===== config.mk =====
export PLATFORM = sky130hd
export DESIGN_NAME = addsub_result_accumulator
export DESIGN_NICKNAME = d
export VERILOG_FILES = /design/src/rtl/addsub_result_accumulator_pkg.sv /design/src/rtl/addsub_res_extend.sv /design/src/rtl/addsub_result_accumulator.sv
export SDC_FILE = /design/constraint.sdc
export NUM_CORES = 1
export LEC_CHECK = 0
export CAP_MARGIN = 20
export CELL_PAD_IN_SITES_DETAIL_PLACEMENT = 0
export CELL_PAD_IN_SITES_GLOBAL_PLACEMENT = 2
export CORE_AREA = 5 5 91 85
export DETAILED_ROUTE_END_ITERATION = 6
export DIE_AREA = 0 0 96 90
export MAX_ROUTING_LAYER = met4
export PLACE_DENSITY = 0.79
export SYNTH_ARGS = -nofsm -noshare
export SYNTH_HDL_FRONTEND = slang
export SYNTH_SLANG_ARGS = --single-unit

===== constraint.sdc =====
create_clock -name Clk -period 6.7 [get_ports Clk]
set_clock_uncertainty 0.05 [all_clocks]
set_input_delay 2.01 -clock Clk [delete_from_list [all_inputs] [get_ports Clk]]
set_output_delay 2.01 -clock Clk [all_outputs]
set_load 0.05 [all_outputs]

===== src/rtl/addsub_result_accumulator_pkg.sv =====
// Shared types for the add/sub result accumulator: FSM states, op encoding
// and the burst counter width helper.
package addsub_result_accumulator_pkg;

    typedef enum logic {
        ACCUM = 1'b0,
        DRAIN = 1'b1
    } state_t;

    localparam logic OP_ADD = 1'b1;
    localparam logic OP_SUB = 1'b0;

    // A one-result burst still needs a 1-bit counter to keep widths legal.
    function automatic int cnt_width(input int burst_len);
        return (burst_len <= 1) ? 1 : $clog2(burst_len);
    endfunction

endpackage


===== src/rtl/addsub_res_extend.sv =====
// Widens an (N+1)-bit adder/subtractor result to ACC_W bits: add results
// are carry-extended unsigned, sub results are sign-extended. Pure combinational.
module addsub_res_extend
    import addsub_result_accumulator_pkg::*;
#(
    parameter int N     = 8,
    parameter int ACC_W = 16
) (
    input  logic [N:0]       res,
    input  logic             add_sub,
    output logic [ACC_W-1:0] ext
);

    always_comb begin
        if (add_sub == OP_ADD) begin
            ext = {{(ACC_W-N-1){1'b0}}, res};
        end else begin
            ext = {{(ACC_W-N-1){res[N]}}, res};
        end
    end

endmodule


===== src/rtl/addsub_result_accumulator.sv =====
// Sums BURST_LEN add/sub results into a signed accumulator and hands the total
// downstream over valid/ready; ADDSUB_ACC_SAT_EN selects saturation instead of wrap.
module addsub_result_accumulator
    import addsub_result_accumulator_pkg::*;
#(
    parameter int N         = 8,
    parameter int ACC_W     = 16,
    parameter int BURST_LEN = 4
) (
    input  logic             Clk,
    input  logic             Rst_N,
    input  logic [N:0]       In_Res,
    input  logic             In_Add_Sub,
    input  logic             In_Valid,
    output logic             In_Ready,
    input  logic             Clr,
    output logic [ACC_W-1:0] Sum_Out,
    output logic             Sum_Ovf,
    output logic             Sum_Valid,
    input  logic             Sum_Ready
);

    localparam int            CW   = cnt_width(BURST_LEN);
    localparam logic [CW-1:0] LAST = CW'(BURST_LEN - 1);

    state_t           state;
    state_t           state_nxt;
    logic [ACC_W-1:0] acc;
    logic [ACC_W-1:0] ext;
    logic [ACC_W-1:0] sum_raw;
    logic [ACC_W-1:0] acc_nxt;
    logic [CW-1:0]    cnt;
    logic             ovf;
    logic             step_ovf;
    logic             accept;
    logic             last;

    addsub_res_extend #(
        .N     (N),
        .ACC_W (ACC_W)
    ) u_extend (
        .res     (In_Res),
        .add_sub (In_Add_Sub),
        .ext     (ext)
    );

    assign sum_raw  = acc + ext;
    // Signed overflow: both addends share a sign the result does not.
    assign step_ovf = (acc[ACC_W-1] == ext[ACC_W-1]) && (sum_raw[ACC_W-1] != acc[ACC_W-1]);

`ifdef ADDSUB_ACC_SAT_EN
    always_comb begin
        acc_nxt = sum_raw;
        if (step_ovf) begin
            acc_nxt = acc[ACC_W-1] ? {1'b1, {(ACC_W-1){1'b0}}} : {1'b0, {(ACC_W-1){1'b1}}};
        end
    end
`else
    assign acc_nxt = sum_raw;
`endif

    always_ff @(posedge Clk or negedge Rst_N) begin
        if (!Rst_N) begin
            state <= ACCUM;
        end else begin
            state <= state_nxt;
        end
    end

    always_comb begin
        state_nxt = state;
        In_Ready  = 1'b0;
        Sum_Valid = 1'b0;
        accept    = 1'b0;
        last      = 1'b0;
        case (state)
            ACCUM: begin
                In_Ready = 1'b1;
                accept   = In_Valid && !Clr;
                last     = accept && (cnt == LAST);
                if (last) begin
                    state_nxt = DRAIN;
                end
            end
            DRAIN: begin
                Sum_Valid = 1'b1;
                if (Sum_Ready) begin
                    state_nxt = ACCUM;
                end
            end
            default: state_nxt = ACCUM;
        endcase
        if (Clr) begin
            state_nxt = ACCUM;
        end
    end

    always_ff @(posedge Clk or negedge Rst_N) begin
        if (!Rst_N) begin
            acc     <= '0;
            cnt     <= '0;
            ovf     <= 1'b0;
            Sum_Out <= '0;
            Sum_Ovf <= 1'b0;
        end else if (Clr) begin
            acc     <= '0;
            cnt     <= '0;
            ovf     <= 1'b0;
            Sum_Out <= '0;
            Sum_Ovf <= 1'b0;
        end else if (accept) begin
            if (last) begin
                Sum_Out <= acc_nxt;
                Sum_Ovf <= ovf | step_ovf;
                acc     <= '0;
                cnt     <= '0;
                ovf     <= 1'b0;
            end else begin
                acc <= acc_nxt;
                cnt <= cnt + CW'(1);
                ovf <= ovf | step_ovf;
            end
        end
    end

endmodule


* After elaboration in Yosys (flattened, before gate mapping)
Index checks and enable logic that the tools add are counted.
Word-level totals: register bits 37, input bits 15, word-level logic and storage cells 44
Cells by class: mux-type cells 24, eq/ne operators 3, reductions and logical operators 7, bitwise operators 2, add/sub/neg operators 2
Operator list (count):
- 2-to-1 mux 16 bit | 7
- adder 16 bit | 1
- 2-to-1 mux 1 bit | 13
- 2-to-1 mux 2 bit | 3
- nonzero test 2 bit | 2
- logical AND 1 bit | 3
- adder 2 x 1 -> 2 bit, second input constant | 1
- equality test 2 bit, second input constant | 1
- one-hot mux 1 bit (2 select lines) | 1
- AND reduction 2 bit | 1
- equality test 1 bit | 1
- zero test 1 bit | 1
- != test 1 bit | 1
- NOT 1 bit | 1
- OR 1 bit | 1

* Logic depth before layout (Yosys ltp)
Gate-level depths: netlist (run 1).
depth after elaboration 8, gate-level depth with buffers 9, gate-level depth less buffers 9

* Hierarchy
A second synthesis (run 1) with hierarchy kept.
Second synthesis, totals: cells, all modules 210, area total of the unflattened synthesis 2245.9 um^2
By module, submodules not included:
- addsub_result_accumulator | cells each 194, area an instance 2119.5 um^2, sequential area each 925.9 um^2, times used 1
- addsub_res_extend | cells each 16, area an instance 126.4 um^2, sequential area each 0.0 um^2, times used 1

* Worst setup path before layout (run 1)
No wires, ideal clock.
path kind input -> register, start point in In_Res[0], end point reg Sum_Out[14], data arrival time 3.854 ns, slack 2.702 ns, data required time 6.556 ns, buffers on the path 0, setup time 0.094 ns, stages on the path 9, cells stage by stage ha_1 > fa_1 > a21oi_1 > o21ai_0 > a21oi_1 > o21ai_0 > a31o_2 > xnor2_1 > a211oi_1
Between the ends: cells in the longest elaborated chain, start to end 5
RTL lines:
- start, declared | line addsub_result_accumulator.sv:12 | input logic [N:0] In_Res,
- 2-to-1 mux 16 bit | line addsub_res_extend.sv:15 | if (add_sub == OP_ADD) begin
- adder 16 bit | line addsub_result_accumulator.sv:47 | assign sum_raw = acc + ext;
- 2-to-1 mux 16 bit | line addsub_result_accumulator.sv:112 | if (last) begin
- 2-to-1 mux 16 bit | line addsub_result_accumulator.sv:111 | end else if (accept) begin
- 2-to-1 mux 16 bit | line addsub_result_accumulator.sv:105 | end else if (Clr) begin
- end signal, assigned | line addsub_result_accumulator.sv:113 | Sum_Out <= acc_nxt;
- end, declared | line addsub_result_accumulator.sv:17 | output logic [ACC_W-1:0] Sum_Out,
Every way passes these cells. The select of a mux whose other input is x is not followed. A chain may end at the register's enable or synchronous reset.

* Worst setup path in the final report (run 1)
start point in In_Res[0], end point reg Sum_Out[10]
Same word-level chain as after synthesis.

==> results.txt, run 1 <==
The detail-routed via count per cell works out to 5.02. The worst hold path begins at acc[5]. The share of the synthesized area in the top cell type works out to 39.8%. The reg-to-reg startpoint is acc[0]. After the first detailed-routing iteration, the DRC count stood at 53. Of the cells placed in the final design, the portion with a size suffix greater than 1 is 9.25%. Timing analysis after detailed placement gives a worst setup slack of 1.95 ns.

The tools report the worst setup slack for register-to-register paths as 4.01 ns. Global-route wire length before repair: 9.81 mm. For the number of non-filler instances in the completed layout, the log shows 374. The worst register-to-register path ends at Sum_Out[10].

CTS saw 37 sinks. The final critical-path required period is 4.43 ns. The total routing usage reported by global routing is 14.9%. Along the worst hold path, the cell count comes to 2. TritonCTS created 5 clock buffers. Setup total negative slack on the finished layout was measured at 0 ns.

sky130_fd_sc_hd__dfrtp_1 takes more of the synthesized area than any other cell. Buffers inserted to repair hold after CTS numbered 0. The logs give 86.1 µV for the maximum resistive drop on vdd and 0 for the count of synthesis-stage warnings from yosys.

TritonCTS built the clock tree. In this run the power density over the cells is 233 nW/µm². Setup repair after global routing left no endpoint under its margin. The number of setup violations in the final report came out at 0. The post-detailed-route wirelength per cell is 15.9 µm.

The logs give 4.59 ns for the endpoint arrival time on the critical path and 2320 µm² for the post-synth design cell area. In this run the remaining antenna-violating nets after routing total 0. The tools report the cell row count as 29. The floorplan step defined a core boundary enclosing 6750 µm². The clock-pin slew on the worst setup and hold paths was 0.08 ns; the sequential area share after synthesis was 39.8%. The synthesized design contains 0 enable-type register cells. Once routing completed, OpenROAD measured the worst setup slack at 2.27 ns.

Across all layers, the routed design uses 1878 vias. For the buffer count from post-CTS setup fixing, the log shows 0. The completed layout was analyzed and its total power is 0.000649 W.

The class of the tightest hold or removal check is reg -> reg. For the pin with the worst max-slew slack, the measured transition is 0.960 ns. The logs give 4.16 mm for the total half-perimeter wirelength after legalization and detailed placement and 4 for the number of iterations in the first detailed-routing pass. The adder and majority gate portion of the synthesized area works out to 7.32%.

The worst setup path is of the in -> reg kind. The critical path starts at In_Res[0]. The floorplan step defined a die boundary enclosing 8640 µm².

The type of destination of the critical path is a flop. Hold violation total from the final report: 0. Traced cell by cell, the critical path runs through clkdlybuf4s50_1, ha_1, fa_1, a21oi_1, o21ai_0, a21oi_1, mux2i_1, xor2_1, nand2_1, a21oi_1. The most frequent cell on the critical path is sky130_fd_sc_hd__a21oi_1. The root buffer cell is sky130_fd_sc_hd__clkbuf_8. Counting every net in the synthesized netlist gives 280.

The main combinational cell family by area after synthesis is compound AO/OA/AOI/OAI gates. On the worst path, the slowest cell contributes a delay of 0.40 ns. The die is 96 µm wide.

In this run, synthesis produced a sequential element count of 37. Summed over all cells, the static leakage comes to 1.18 nW. The worst setup path is launched from a primary input. Entering global routing, the biggest net connects 38 pins. The run gives 2 as the count of H-tree levels built during CTS. The number of buffer cells added on primary ports was 33.

In this run, distinct cell masters in the synthesized netlist total 51. The initial antenna violation count came out at 0. Yosys instantiated no cell more often than sky130_fd_sc_hd__nand2_1. The die is 90 µm tall. The tools report the number of inserted diodes as 0. The tools report the number of placed cells counting well taps as 366.

The final net count came out at 308. The number of max-slew violations in the final report is 0, and the multiplexer area fraction after synthesis is 0.915%. Counting instances in the post-synthesis netlist gives the leading cell types as 38 x sky130_fd_sc_hd__nand2_1, 37 x sky130_fd_sc_hd__dfrtp_1, 23 x sky130_fd_sc_hd__a21oi_1, 22 x sky130_fd_sc_hd__nor2_1, 19 x sky130_fd_sc_hd__o21ai_0. The synthesized netlist devotes 19.1% of its cell area to simple gates.

The number of gates resized after CTS was 0. The number of global-route vias before repair was 1923; the complex-gate fraction of the synthesized area was 21.7%. Routability-driven placement finished with a final weighted congestion of 0.776.

End point of the critical path: Sum_Out[10]. Each instance of the synthesized netlist takes up on average 9.22 µm². For this run, the leading register cell type out of synthesis is sky130_fd_sc_hd__dfrtp_1. The run finished with clean final reports. The longest clock path from root to sink contains 2 buffers. Once the floorplan was initialized, standard cells occupied 34.4% of the core. For the worst setup path, the data required time is 6.86 ns. The sum of routed wire length over all layers is 5.93 mm. The logs give 0 for the leftover overflow at the end of global routing and 0 for the DRC violation count after routing.

The run gives 0.30 ns as the clock latency on the worst-skew pair. The count of maximum capacitance violations is 0. On the critical path, the stage with the largest delay is an instance of sky130_fd_sc_hd__clkdlybuf4s50_1. Based on the critical path, the design can be clocked at up to 226 MHz.

The area growth from synthesis to layout is 20.0%. The final critical path takes up 66.1% of the cycle. Sorting the synthesized cells by area gives the leading types as sky130_fd_sc_hd__dfrtp_1 40%, sky130_fd_sc_hd__ha_1 6.5%, sky130_fd_sc_hd__nand2_1 6.1%. The largest fanout of any net on the critical path was 3. In this run the tightest slew margin relative to its limit is 35.8%. The number of placed I/O pins came out at 34. The share of synthesized registers carrying an async set or reset was 100%; the xor and xnor area share after synthesis was 5.65%. The number of cells on the worst reg-to-reg path was 9; the synthesized instance count was 252.
==> cells in the final DEF (no fill, tap or decap), types with 3 or more instances in the layout <==
| cell | synthesis | routed |
|---|---|---|
| sky130_fd_sc_hd__a211oi_1 | 4 | 4 |
| sky130_fd_sc_hd__a21oi_1 | 23 | 23 |
| sky130_fd_sc_hd__a22o_1 | 9 | 9 |
| sky130_fd_sc_hd__and2_2 | 3 | 3 |
| sky130_fd_sc_hd__clkbuf_8 | 4 | 6 |
| sky130_fd_sc_hd__clkdlybuf4s50_1 | 0 | 32 |
| sky130_fd_sc_hd__dfrtp_1 | 37 | 37 |
| sky130_fd_sc_hd__ha_1 | 12 | 12 |
| sky130_fd_sc_hd__inv_1 | 3 | 3 |
| sky130_fd_sc_hd__nand2_1 | 38 | 38 |
| sky130_fd_sc_hd__nand3_1 | 6 | 6 |
| sky130_fd_sc_hd__nand4_1 | 3 | 3 |
| sky130_fd_sc_hd__nor2_1 | 22 | 22 |
| sky130_fd_sc_hd__nor3_1 | 3 | 3 |
| sky130_fd_sc_hd__o21a_1 | 3 | 3 |
| sky130_fd_sc_hd__o21ai_0 | 19 | 19 |
| sky130_fd_sc_hd__o22ai_1 | 3 | 3 |
| sky130_fd_sc_hd__xnor2_1 | 8 | 8 |
| sky130_fd_sc_hd__xor2_1 | 7 | 7 |
==> worst min-delay path by stage <==
stage | end | slack (ns)
floorplan | acc[3] | 0.40
global placement | acc[5] | 0.42
global route | acc[13] | 0.48
CTS | acc[5] | 0.45
finish | acc[5] | 0.44
detailed placement | acc[5] | 0.43
==> flip-flops by register name, indices dropped and copies added (netlist names) <==
signal,cells
Sum_Out,16
acc,16
cnt,2
Sum_Ovf,1
ovf,1
state,1
==> report_power, final <==
group          internal [W]  leakage, nW  switching, W
registers          0.000238        0.506     0.0000159
clock network      0.000121       0.0574     0.0000921
logic             0.0000723        0.613      0.000109
total              0.000432         1.18      0.000217
==> per-layer routing <==
metal	vias up	routed length, µm	GRT usage, %
li1	955	-	-
met1	895	3010	20.2
met2	26	2660	22.8
met3	2	235	3.76
met4	0	19	2.13
met5	-	0	-
==> cells by family (layout without fill, tap and decap cells) <==
family | Yosys count | count (layout)
compound gates | 75 | 75
xor+xnor | 15 | 15
fa+ha+maj | 13 | 13
buf+inv | 18 | 47
flops | 37 | 37
mux | 2 | 2
simple gates | 92 | 92
==> metrics by stage <==
stage | util [%] | instance area, µm² | hold slack, ns
final | 41.3 | 2790 | 0.439
after global routing | 41.3 | 2790 | 0.482
after CTS | 41.3 | 2790 | 0.447
after detailed placement | 39.5 | 2670 | 0.429
after global placement | 39.5 | 2670 | 0.421
after floorplan | - | 2320 | 0.404
==> worst max-delay path, delay by kind of cell <==
family | cells | cell delay, ns
buffers and inverters | 1 | 0.40
xor gates and xnor gates | 1 | 0.18
adders and majority gates | 2 | 0.64
muxes | 1 | 0.34
AOI/OAI and AO/OA | 4 | 0.91
and+or+nand+nor | 1 | 0.09
==> final cells by class <==
type / instances / area [µm²]
Fill cell: 732 / 3960
Clock inverter: 2 / 37.5
Clock buffer: 6 / 82.6
Tap cell: 93 / 116
Sequential cell: 37 / 926
Timing Repair Buffer: 35 / 340
Multi-Input combinational cell: 197 / 1270
Inverter: 4 / 15.0
(Power assumes the default switching activity.)
==> inputs of run 2 (changes only) <==
Settings changed: CORE_AREA 5 5 91 85 to 5 5 95 88, DIE_AREA 0 0 96 90 to 0 0 100 93, PLACE_DENSITY 0.79 to 0.73.
Clock period 6.7 ns to 4.55 ns, I/O delays scaled along.
==> results.txt, run 2 (synthesis gave the netlist of run 1 again) <==
Class of the most critical setup path: in -> reg (unchanged). The number of buffers created by CTS is 5 (unchanged), and the ratio of final minimum period to clock period is 83.2%. The logs give 2 (unchanged) for the number of buffers on the longest clock path and 7320 µm² (was 6750 µm²) for the area of the core region. The final critical-path required period is 3.79 ns, and the initial detailed-routing violation count is 40 (was 53). For the clock latency on the worst-skew pair, the log shows 0.29 ns (was 0.30 ns). Capture instance of the worst register-to-register path: Sum_Out[14] (was Sum_Out[10]). The tools report the reg-to-reg startpoint as acc[0] (unchanged).

The tools report the sink count of the clock tree as 37 (unchanged). TritonCTS built the clock tree. The run gives 0 (unchanged) as the number of inserted diodes.

The run finished with clean final reports. The tools report the startpoint of the worst hold path as acc[3] (was acc[5]). Total half-perimeter wirelength after legalization and detailed placement: 4.44 mm (was 4.16 mm). Height of the die: 93 µm (was 90 µm).

The tools report the number of nets with antenna violations after detailed routing as 0 (unchanged). The share of layout cells above drive strength 1 was 9.89% (was 9.25%); the fmax was 264 MHz. The cell depth of the worst min-delay path came out at 2 (unchanged). The setup TNS after final layout came out at 0 ns (unchanged).

The type of destination of the critical path was a flop (unchanged). The logs give 0 (unchanged) for the leftover overflow at the end of global routing and 0 (unchanged) for the count of maximum capacitance violations. The logs give 1.19 nW (was 1.18 nW) for the total leakage power and 0 (unchanged) for the DRC violation count after routing.

Die outline area: 9300 µm² (was 8640 µm²). The clock-pin slew on the worst setup and hold paths works out to 0.08 ns (about the same). The logs give 10.3 mm (was 9.81 mm) for the global-route wire length before repair and 0.000948 W (was 0.000649 W) for the overall power of the completed layout.

The die outline width was 100 µm (was 96 µm); the detail-routed via count per cell was 5.06 (was 5.02). The class of the tightest hold or removal check was reg -> reg (unchanged). Number of instances resized during post-cts repair: 0 (unchanged). The number of max-slew violations in the final report was 0 (unchanged). The growth of design area from synthesis to finish was 20.8% (was 20.0%); the maximum resistive drop on vdd was 131 µV (was 86.1 µV). The final design instance area without fill was 2810 µm² (was 2790 µm²); the number of global-route vias before repair was 1974 (was 1923).

Top Registers: Sum_Out (16), acc (16), cnt (2) (unchanged). Initial antenna violation count: 0 (unchanged). The run gives 6.05 mm (was 5.93 mm) as the sum of routed wire length over all layers.

The power per standard cell area is 338 nW/µm² (was 233 nW/µm²), and the largest fanout of any net on the critical path is 3 (unchanged). The number of cells on the worst reg-to-reg path is 9 (unchanged), and the via total after detailed routing is 1916 (was 1878). The last weighted congestion value of the routability-driven placer is 0.740 (was 0.776).

The logs give 42.9% (was 35.8%) for the headroom to the max-slew limit and 0 (unchanged) for the count of hold-fix buffers inserted at cts. The number of setup violations in the final report is 0 (unchanged). The hold-critical path endpoint was acc[3] (was acc[5]). Most frequent cells in the layout: 38 x sky130_fd_sc_hd__nand2_1, 37 x sky130_fd_sc_hd__dfrtp_1, 32 x sky130_fd_sc_hd__clkdlybuf4s50_1 (unchanged). For the count of H-tree levels built during CTS, the log shows 2 (unchanged). The run gives 1.87 ns (was 4.01 ns) as the worst setup slack for register-to-register paths. For the number of iterations in the first detailed-routing pass, the log shows 4 (unchanged).

The endpoint arrival time on the critical path was 3.93 ns (was 4.59 ns); the buffer count from post-CTS setup fixing was 0 (unchanged). The number of buffer cells added on primary ports was 33 (unchanged). The pin count of the biggest net entering global routing came out at 38 (unchanged). The logs give 38.3% (was 41.3%) for the core occupancy in the finished layout and 4.69 ns (was 6.86 ns) for the data required time of the critical path. The total routing usage reported by global routing came out at 14.3% (was 14.9%). The total placed instance area is 2690 µm² (was 2670 µm²). The number of placed I/O pins is 34 (unchanged), and the post-detailed-route wirelength per cell is 16.0 µm (was 15.9 µm). The logs give 30 (was 29) for the cell row count and 31.7% (was 34.4%) for the initial core utilization.

The tools report the element type at the critical path start as a primary input (unchanged). For the hold violation total from the final report, the log shows 0 (unchanged). The slew at the pin with the worst max-slew slack was 0.856 ns (was 0.960 ns). The final net count is 310 (was 308).

The root buffer cell is sky130_fd_sc_hd__clkbuf_8 (unchanged). The count of fill cells added during filler insertion was 792 (was 732). Setup repair after global routing left no endpoint under its margin. Most common cell after layout, fill and taps aside: sky130_fd_sc_hd__nand2_1 (unchanged).
[run 2: cell types whose count changed in the layout (fill, tap and decap cells not counted)]
| cell | change |
|---|---|
| sky130_fd_sc_hd__buf_4 | +2 |
[run 2: worst max path at each step]
stage               startpoint     endpoint  slack [ns]  cells past startpoint
floorplan            In_Res[0]  Sum_Out[14]        1.20                      9
global placement     In_Res[0]  Sum_Out[14]        0.54                     10
detailed placement   In_Res[0]  Sum_Out[14]        0.41                     10
CTS                  In_Res[0]  Sum_Out[14]        0.74                     10
global route         In_Res[0]  Sum_Out[14]        0.54                     10
finish               In_Res[0]  Sum_Out[14]        0.76                     10
[run 2: cell type report]
type / instances / area, µm² / share of cell area (%)
multi-input cells: 197 / 1270 / 45.3
repair buffers: 37 / 355 / 12.7
clock buffers: 6 / 82.6 / 2.94
inverters: 4 / 15.0 / 0.535
clock inverters: 2 / 37.5 / 1.34
well taps: 96 / 120 / 4.28
flip-flops and latches: 37 / 926 / 33.0
[run 2: stage by stage]
stage | setup WS [ns] | instances | hold WS [ns]
after CTS | 0.738 | 379 | 0.446
after detailed placement | 0.409 | 371 | 0.429
final | 0.762 | 379 | 0.446
after floorplan | 1.20 | 252 | 0.404
after global placement | 0.541 | 371 | 0.415
after global routing | 0.536 | 379 | 0.470
[run 2: report_power, final]
part / switching, W / internal [W] / leakage [nW]
Clock: 0.000127 / 0.000178 / 0.0574
Combinational: 0.000160 / 0.000107 / 0.623
Sequential: 0.0000241 / 0.000351 / 0.506
Total: 0.000312 / 0.000636 / 1.19
[run 2: critical path: stages]
cell                              delay (ns)
sky130_fd_sc_hd__clkdlybuf4s50_1        0.41
sky130_fd_sc_hd__ha_1                   0.24
sky130_fd_sc_hd__fa_1                   0.41
sky130_fd_sc_hd__a21oi_1                0.25
sky130_fd_sc_hd__o21ai_0                0.19
sky130_fd_sc_hd__a21oi_1                0.27
sky130_fd_sc_hd__o21ai_0                0.14
sky130_fd_sc_hd__a31o_2                 0.27
sky130_fd_sc_hd__xnor2_1                0.13
sky130_fd_sc_hd__a211oi_1               0.25
[run 2: per-layer routing]
metal,global-route usage (%),up-vias,part of all wire (%)
met5,-,-,0
met4,3.48,0,1.1
met3,3.06,7,3.9
met2,22.3,30,45
met1,19.2,912,50
li1,-,967,-
